<file path="config.mk">
export PLATFORM = sky130hd
export DESIGN_NAME = hazard_stall_controller
export DESIGN_NICKNAME = d
export VERILOG_FILES = /design/src/rtl/general_defs.sv /design/src/rtl/hazard_stall_controller_sat_counter.sv /design/src/rtl/hazard_stall_controller.sv
export SDC_FILE = /design/constraint.sdc
export NUM_CORES = 1
export LEC_CHECK = 0
export CORE_AREA = 5 5 102 56
export CTS_CLUSTER_DIAMETER = 30
export CTS_CLUSTER_SIZE = 25
export DETAILED_ROUTE_END_ITERATION = 8
export DIE_AREA = 0 0 107 61
export MAX_ROUTING_LAYER = met4
export PLACE_DENSITY = 0.73
export SYNTH_ARGS = -nofsm -noshare
export SYNTH_HDL_FRONTEND = slang
export SYNTH_SLANG_ARGS = --single-unit
</file>
<file path="constraint.sdc">
create_clock -name clk_i -period 2.95 [get_ports clk_i]
set_clock_uncertainty 0.2 [all_clocks]
set_input_delay 0.295 -clock clk_i [delete_from_list [all_inputs] [get_ports clk_i]]
set_output_delay 0.295 -clock clk_i [all_outputs]
set_load 0.05 [all_outputs]
</file>
<file path="src/rtl/general_defs.sv">
// Shared pipeline definitions: register address width, memory-read encoding
// and the hazard controller state type.
package general_defs;

    localparam int ADDR_WIDTH = 5;

    typedef enum logic {
        MEM_READ_OFF = 1'b0,
        MEM_READ_ON  = 1'b1
    } mem_read_signal;

    typedef enum logic [1:0] {
        RUN        = 2'd0,
        LOAD_STALL = 2'd1,
        FLUSH      = 2'd2
    } hazard_state_t;

endpackage

</file>
<file path="src/rtl/hazard_stall_controller_sat_counter.sv">
// Saturating up-counter: holds at all-ones instead of wrapping.
module sat_counter #(
    parameter int WIDTH = 16
) (
    input  logic             clk_i,
    input  logic             reset_i,
    input  logic             inc_i,
    output logic [WIDTH-1:0] count_o
);

    localparam logic [WIDTH-1:0] CNT_ONE = WIDTH'(1);
    localparam logic [WIDTH-1:0] CNT_MAX = {WIDTH{1'b1}};

    // Count qualifying events, sticking at the maximum value.
    always_ff @(posedge clk_i) begin
        if (reset_i) begin
            count_o <= {WIDTH{1'b0}};
        end else if (inc_i && (count_o != CNT_MAX)) begin
            count_o <= count_o + CNT_ONE;
        end else begin
            count_o <= count_o;
        end
    end

endmodule

</file>
<file path="src/rtl/hazard_stall_controller.sv">
// Load-use stall and taken-branch flush control around the decode/execute
// pipeline register, with saturating stall/flush event counters.
module hazard_stall_controller
    import general_defs::*;
#(
    parameter int LOAD_LATENCY = 1,
    parameter int FLUSH_CYCLES = 2,
    parameter int CNT_WIDTH    = 16
) (
    input  logic                  clk_i,
    input  logic                  reset_i,
    input  logic                  dec_valid_i,
    input  logic                  dec_uses_reg_1_i,
    input  logic                  dec_uses_reg_2_i,
    input  logic [ADDR_WIDTH-1:0] dec_reg_1_source_addr_i,
    input  logic [ADDR_WIDTH-1:0] dec_reg_2_source_addr_i,
    input  logic                  ex_is_valid_i,
    input  mem_read_signal        ex_mem_read_en_i,
    input  logic [ADDR_WIDTH-1:0] ex_reg_dest_addr_i,
    input  logic                  branch_taken_i,
    output logic                  stall_o,
    output logic                  bubble_o,
    output logic                  flush_o,
    output logic [CNT_WIDTH-1:0]  stall_count_o,
    output logic [CNT_WIDTH-1:0]  flush_count_o
);

    // Reload values are "remaining cycles after the entry cycle".
    localparam logic [2:0] LOAD_CNT  = 3'(LOAD_LATENCY - 1);
    localparam logic [2:0] FLUSH_CNT = 3'(FLUSH_CYCLES - 1);

    hazard_state_t state_r;
    logic [2:0]    cnt_r;
    logic [2:0]    cnt_dec_s;
    logic          hazard_s;
    logic          src1_hit_s;
    logic          src2_hit_s;
    logic          stall_s;
    logic          bubble_s;
    logic          flush_s;

    assign src1_hit_s = dec_uses_reg_1_i && (dec_reg_1_source_addr_i == ex_reg_dest_addr_i);
    assign src2_hit_s = dec_uses_reg_2_i && (dec_reg_2_source_addr_i == ex_reg_dest_addr_i);
    assign hazard_s   = ex_is_valid_i && (ex_mem_read_en_i == MEM_READ_ON) && dec_valid_i
                        && (src1_hit_s || src2_hit_s);
    assign cnt_dec_s  = cnt_r - 3'd1;

    // Mealy control outputs; reset silences everything immediately.
    always_comb begin
        stall_s  = 1'b0;
        bubble_s = 1'b0;
        flush_s  = 1'b0;
        if (reset_i) begin
            stall_s  = 1'b0;
            bubble_s = 1'b0;
            flush_s  = 1'b0;
        end else begin
            case (state_r)
                RUN: begin
                    if (branch_taken_i) begin
                        flush_s  = 1'b1;
                        bubble_s = 1'b1;
                    end else if (hazard_s) begin
                        stall_s  = 1'b1;
                        bubble_s = 1'b1;
                    end else begin
                        bubble_s = 1'b0;
                    end
                end
                LOAD_STALL: begin
                    if (branch_taken_i) begin
                        flush_s  = 1'b1;
                        bubble_s = 1'b1;
                    end else begin
                        stall_s  = 1'b1;
                        bubble_s = 1'b1;
                    end
                end
                FLUSH: begin
                    flush_s  = 1'b1;
                    bubble_s = 1'b1;
                end
                default: begin
                    stall_s  = 1'b0;
                    bubble_s = 1'b0;
                    flush_s  = 1'b0;
                end
            endcase
        end
    end

    // State and shared down-counter; a taken branch always wins over a stall.
    always_ff @(posedge clk_i) begin
        if (reset_i) begin
            state_r <= RUN;
            cnt_r   <= 3'd0;
        end else begin
            case (state_r)
                RUN: begin
                    if (branch_taken_i && (FLUSH_CYCLES > 1)) begin
                        state_r <= FLUSH;
                        cnt_r   <= FLUSH_CNT;
                    end else if (!branch_taken_i && hazard_s && (LOAD_LATENCY > 1)) begin
                        state_r <= LOAD_STALL;
                        cnt_r   <= LOAD_CNT;
                    end else begin
                        state_r <= RUN;
                        cnt_r   <= 3'd0;
                    end
                end
                LOAD_STALL: begin
                    if (branch_taken_i) begin
                        state_r <= (FLUSH_CYCLES > 1) ? FLUSH : RUN;
                        cnt_r   <= (FLUSH_CYCLES > 1) ? FLUSH_CNT : 3'd0;
                    end else if (cnt_dec_s == 3'd0) begin
                        state_r <= RUN;
                        cnt_r   <= 3'd0;
                    end else begin
                        state_r <= LOAD_STALL;
                        cnt_r   <= cnt_dec_s;
                    end
                end
                FLUSH: begin
                    if (branch_taken_i) begin
                        state_r <= FLUSH;
                        cnt_r   <= FLUSH_CNT;
                    end else if (cnt_dec_s == 3'd0) begin
                        state_r <= RUN;
                        cnt_r   <= 3'd0;
                    end else begin
                        state_r <= FLUSH;
                        cnt_r   <= cnt_dec_s;
                    end
                end
                default: begin
                    state_r <= RUN;
                    cnt_r   <= 3'd0;
                end
            endcase
        end
    end

    assign stall_o  = stall_s;
    assign bubble_o = bubble_s;
    assign flush_o  = flush_s;

    sat_counter #(.WIDTH(CNT_WIDTH)) u_stall_cnt (
        .clk_i   (clk_i),
        .reset_i (reset_i),
        .inc_i   (stall_s),
        .count_o (stall_count_o)
    );

    sat_counter #(.WIDTH(CNT_WIDTH)) u_flush_cnt (
        .clk_i   (clk_i),
        .reset_i (reset_i),
        .inc_i   (branch_taken_i && !reset_i),
        .count_o (flush_count_o)
    );

endmodule

</file>
Word level (Yosys, flattened, before mapping)
Cells that the tools add are included.
Widths: inputs -> output; s select.

cells by class
  reduce and logical (&&, ||, !) cells = 14
  muxes and demuxes = 21
  add/sub/neg operators = 3
  eq/ne operators = 6

operator list
  kind                   number
  $add 16x1->16 const B  2
  $ne 16x16->1 const B   2
  $eq 5x5->1             2
  $mux 1                 10
  $logic_and 1x1->1      8
  $mux 2                 4
  $mux 3                 2
  $pmux 1 s2             3
  $pmux 2 s3             1
  $pmux 3 s2             1
  $reduce_or 2->1        2
  $logic_not 3->1        1
  $sub 3x1->3 const B    1
  $eq 2x1->1 const B     1
  $eq 2x2->1 const B     1
  $logic_not 2->1        1
  $logic_not 1->1        1
  $logic_or 1x1->1       1

storage, ports and cells
  output and inout bits = 35
  input bits = 23
  register bits = 37

Longest topological paths before layout
  word-level depth = 9
  gate-level depth with buffers = 10
  gate-level depth less buffers = 8

By module
Synthesis repeated with hierarchy kept, for this count alone.

second synthesis, totals
  cells, all modules = 256
  area total of the unflattened synthesis = 2167.1 um^2

modules (own cells, without submodules)
  module                   times used  cells each  seq. area each (um^2)  area each (um^2)
  sat_counter              2           99          320.3                  848.3
  hazard_stall_controller  1           58          100.1                  470.5

Least setup slack after synthesis
OpenSTA, ideal clock, no wires.

  path kind = reg2reg
  start point = register u_stall_cnt.count_o[0]
  end point = register u_stall_cnt.count_o[1]
  cell stages (with the launch flop) = 10
  slack = 0.238 ns
  clock period less this slack = 2.712 ns
  data required time = 2.622 ns
  setup time = 0.128 ns
  arrival time = 2.385 ns
  cell sequence = dfxtp_1 > ha_1 > nand3_1 > or3_1 > nor3_1 > o21bai_1 > buf_4 > buf_4 > mux2i_1 > nor2_1

on the way
  longest elaborated chain between the ends = 2
  elaborated cells on any way between the ends = 3
  classes of those cells = add/sub: 1; eq/ne: 1; reduce/logical: 1

ends and longest elaborated chain
  what                                                                   line                                       RTL
  from (decl)                                                            hazard_stall_controller_sat_counter.sv:8   output logic [WIDTH-1:0] count_o
  from (signal assigned)                                                 hazard_stall_controller_sat_counter.sv:17  count_o <= {WIDTH{1'b0}};
  from (signal assigned)                                                 hazard_stall_controller_sat_counter.sv:19  count_o <= count_o + CNT_ONE;
  from (signal assigned)                                                 hazard_stall_controller_sat_counter.sv:21  count_o <= count_o;
  parallel branches: the longest is 2 deep, another holds $add 16x1->16  n/a

Several ways; the timed one is not identified.
A chain may end at the register's enable or synchronous reset.

Worst setup path in the final report
  start point = register state_r[1]
  end point = register u_stall_cnt.count_o[5]

on the way
  longest elaborated chain between the ends = 4
  elaborated cells on any way between the ends = 5
  classes of those cells = eq/ne: 1; mux: 2; reduce/logical: 2

ends and longest elaborated chain
  what                                           line                                       RTL
  from (decl)                                    hazard_stall_controller.sv:32              hazard_state_t state_r;
  from (signal assigned)                         hazard_stall_controller.sv:113             state_r <= (FLUSH_CYCLES > 1) ? FLUSH : RUN;
  $eq 2x1->1 or $logic_not 2->1 (tied branches)  hazard_stall_controller.sv:58              case (state_r)
  $pmux 1 s2 *                                   hazard_stall_controller.sv:58
  $mux 1 *                                       hazard_stall_controller.sv:53              if (reset_i) begin
  $logic_and 1x1->1 *                            hazard_stall_controller_sat_counter.sv:18  end else if (inc_i && (count_o != CNT_MAX)) begin

Mark *: on every way between the ends. The rest lies on a longest branch, timed or not.

==> results.md <==
* EDFF count, synth at 0
* Slew @ Worst Pin at 0.514 ns
* Crit path to: u_stall_cnt.count_o[5]$_SDFFE_PP0P_
* Internal Pwr Total at 0.846 mW
* Sequential share of power at 46.5%
* Peak Freq at 0.371 GHz
* CP Launch Type: flop
* Post-synth top area cell: dfxtp_1
* Post-CTS Hold Buffers at 0
* Clk sink count at 37
* CP Max Fanout at 15
* Syn nets at 266
* Post-CTS Setup Bufs at 0
* Fin. Hold Viols at 0
* Final GP Congestion at 0.831
* Setup TNS Final at 0 ns
* Starting Density at 41.7%
* Slew Viols, Final at 0
* Register area share after synthesis at 37.5%
* Core Rows at 18
* Yosys warns at 0
* Overflow after GRT at 0
* Detailed Routing Iterations Pass 1 at 4
* WHS at 0.298 ns
* Area growth syn-to-layout at 40.2%
* Crit-path slowest cell: or3_4
* CP cell instances: inv_1 -> ha_1 -> nand4_1 -> or3_4 -> o31ai_4 -> o21bai_1 -> buf_4 -> or3_1 -> a21oi_1
* #FFs+latches synth at 37
* DIE AREA at 6530 µm²
* PwrDens at 399 nW/µm²
* Final setup violation count at 0
* Final nets at 327
* RSZ-0062 raised after global routing: false
* Clock power frac at 41.7%
* Clock-pin slew on the worst setup and hold paths at 0.08 ns
* Mean Syn Cell Area at 8.40 µm²
* Crit path kind: reg2reg
* Area occupied by multi-input gates at 1160 µm²
* Clk_lat worst skew at 0.29 ns
* Distinct cells, synth at 43
* Initial antenna violation count at 0
* Diode count at 0
* Root Buffer: clkbuf_8
* DRC at 0
* First-pass GRT wire length at 8160 µm
* FILL cells at 427
* Avg WL per Cell at 13.6 µm
* Reg-to-Reg End: u_stall_cnt.count_o[5]$_SDFFE_PP0P_
* Post-synth top flop: dfxtp_1
* Comb power frac at 11.8%
* Slack of the worst reg-to-reg path at 0.25 ns
* Detailed Route Iter0 Violations at 53
* Outcome: complete, no violations
* Hold path startpoint: u_stall_cnt.count_o[14]$_SDFFE_PP0P_
* Tmin final at 2.70 ns
* CP required at 2.96 ns
* Die height at 61 µm
* Via/cell ratio at 5.17
* Count leader, synth: dfxtp_1
* # resized after CTS at 0
* GRT Util Overall at 16.3%
* Port bufs at 57
* Crit end category: flop
* Gate Count Post-Synth at 235
* Slew Limit Headroom at 65.6%
* P_sw at 0.258 mW
* Top cell type's share of synthesized area at 37.5%
* Crit path largest cell delay at 0.39 ns
* Reg-to-Reg Start: state_r[1]$_SDFF_PP0_
* Dpl hpwl at 3830 µm
* Max cap viols at 0
* Horiz. Die Dim at 107 µm
* Total CTS buffers at 5
* Final period utilization at 91.5%
* CTS tree: done
* Pin count of the biggest net entering global routing at 39
* Mapped Area at 1970 µm²
* Start point of the critical path: state_r[1]$_SDFF_PP0_
* Routed Antenna Nets at 0
* Ports at 58
* Total vias in the final route at 1847
* Sw frac at 23.4%
* WL final at 4850 µm
* Finished Cell Area at 2770 µm²
* Post-place instance area at 2650 µm²
* Synth area leaders: dfxtp_1 (38%), xnor2_1 (7.1%), nor2_1 (5.5%)
* Register area at 741 µm²
* Worst r2r path cells at 9
* CTS H-tree lvls at 2
* Share of flip-flops with an asynchronous set or reset at 0%
* Number of global-route vias before repair at 1767
* Share of cells above drive strength 1 at 7.41%
* Class of the worst hold path: reg2reg
* Most common library cells after synthesis: dfxtp_1 (37), nor2_1 (29), a21oi_1 (16), nand2_1 (16), xnor2_1 (16)
* VDD IR max at 0.238 mV
* Core ar. at 4730 µm²
* Largest buffer count on any clock path at 2
* Leakage at 0.969 nW
* Worst EP arrival at 2.71 ns
## through the flow
stage,total power [mW],setup slack (ns),utilization [%],instances
3_5_place_dp,0.656,0.198,56.0,349
3_3_place_gp,0.654,0.288,56.0,349
2_1_floorplan,0.593,0.238,-,235
6_report,1.10,0.251,58.5,357
4_1_cts,1.12,0.278,58.5,357
5_1_grt,1.15,0.0970,58.5,357
## kinds of logic after synthesis
logic type      after synthesis  share of synthesized area, %
buf+inv                      17                          3.68
xor+xnor                     25                          11.1
compound gates               40                          12.9
flops                        37                          37.5
fa+ha+maj                     8                          5.07
mux                           4                          2.15
simple gates                104                          27.6
## registers in the layout, summed over array words and instances (netlist names)
register and count:
u_flush_cnt.count_o 16, u_stall_cnt.count_o 16, cnt_r 3, state_r 2
## placed cells by master, fill, tap and decap left out, types with 7 or more instances in the layout
| cell type | instances |
|---|---|
| a21oi_1 | 16 |
| clkdlybuf4s50_1 | 54 |
| dfxtp_1 | 37 |
| ha_1 | 8 |
| inv_1 | 9 |
| nand2_1 | 16 |
| nand3_1 | 13 |
| nand4_1 | 7 |
| nor2_1 | 29 |
| o21ai_1 | 7 |
| or3_1 | 10 |
| xnor2_1 | 16 |
| xor2_1 | 9 |
## power groups by stage
stage                     clock network [mW]  logic (mW)  registers (mW)
after CTS                              0.475       0.132           0.513
final                                  0.460       0.131           0.513
after global routing                   0.491       0.142           0.514
after global placement                     0       0.129           0.525
after floorplan                            0      0.0596           0.533
after detailed placement                   0       0.131           0.525
## worst max-delay path, delay by kind of cell (launching register included)
kind	cells	cell delay (ns)
AND/OR/NAND/NOR	3	0.87
AO/OA/AOI/OAI	3	0.63
flip-flops	1	0.36
buffers and inverters	2	0.33
adder cells (fa/ha/maj)	1	0.22
## area by class of cell
| cell class | instances | area share, % |
|---|---|---|
| repair buffers | 62 | 23.0 |
| clock buffers | 6 | 2.98 |
| multi-input cells | 181 | 41.9 |
| flip-flops and latches | 37 | 26.8 |
| inverters | 9 | 1.22 |
| clock inverters | 2 | 1.36 |
| well taps | 60 | 2.71 |
## worst min-delay path by stage
| stage | endpoint | slack [ns] | depth (start not counted) |
|---|---|---|---|
| floorplan | cnt_r[2]$_SDFF_PP0_ | 0.29 | 2 |
| global placement | u_stall_cnt.count_o[14]$_SDFFE_PP0P_ | 0.28 | 2 |
| detailed placement | u_stall_cnt.count_o[14]$_SDFFE_PP0P_ | 0.29 | 2 |
| CTS | u_stall_cnt.count_o[14]$_SDFFE_PP0P_ | 0.30 | 2 |
| global route | u_stall_cnt.count_o[12]$_SDFFE_PP0P_ | 0.34 | 2 |
| finish | u_stall_cnt.count_o[14]$_SDFFE_PP0P_ | 0.30 | 2 |
## layer usage
layer	track usage, %	share of wire, %	vias up
met1	22.5	54	855
met3	4.89	5.1	3
li1	-	-	946
met2	23.7	40	43
met4	3.46	0.64	0
met5	-	0	-
(Power assumes the default switching activity.)
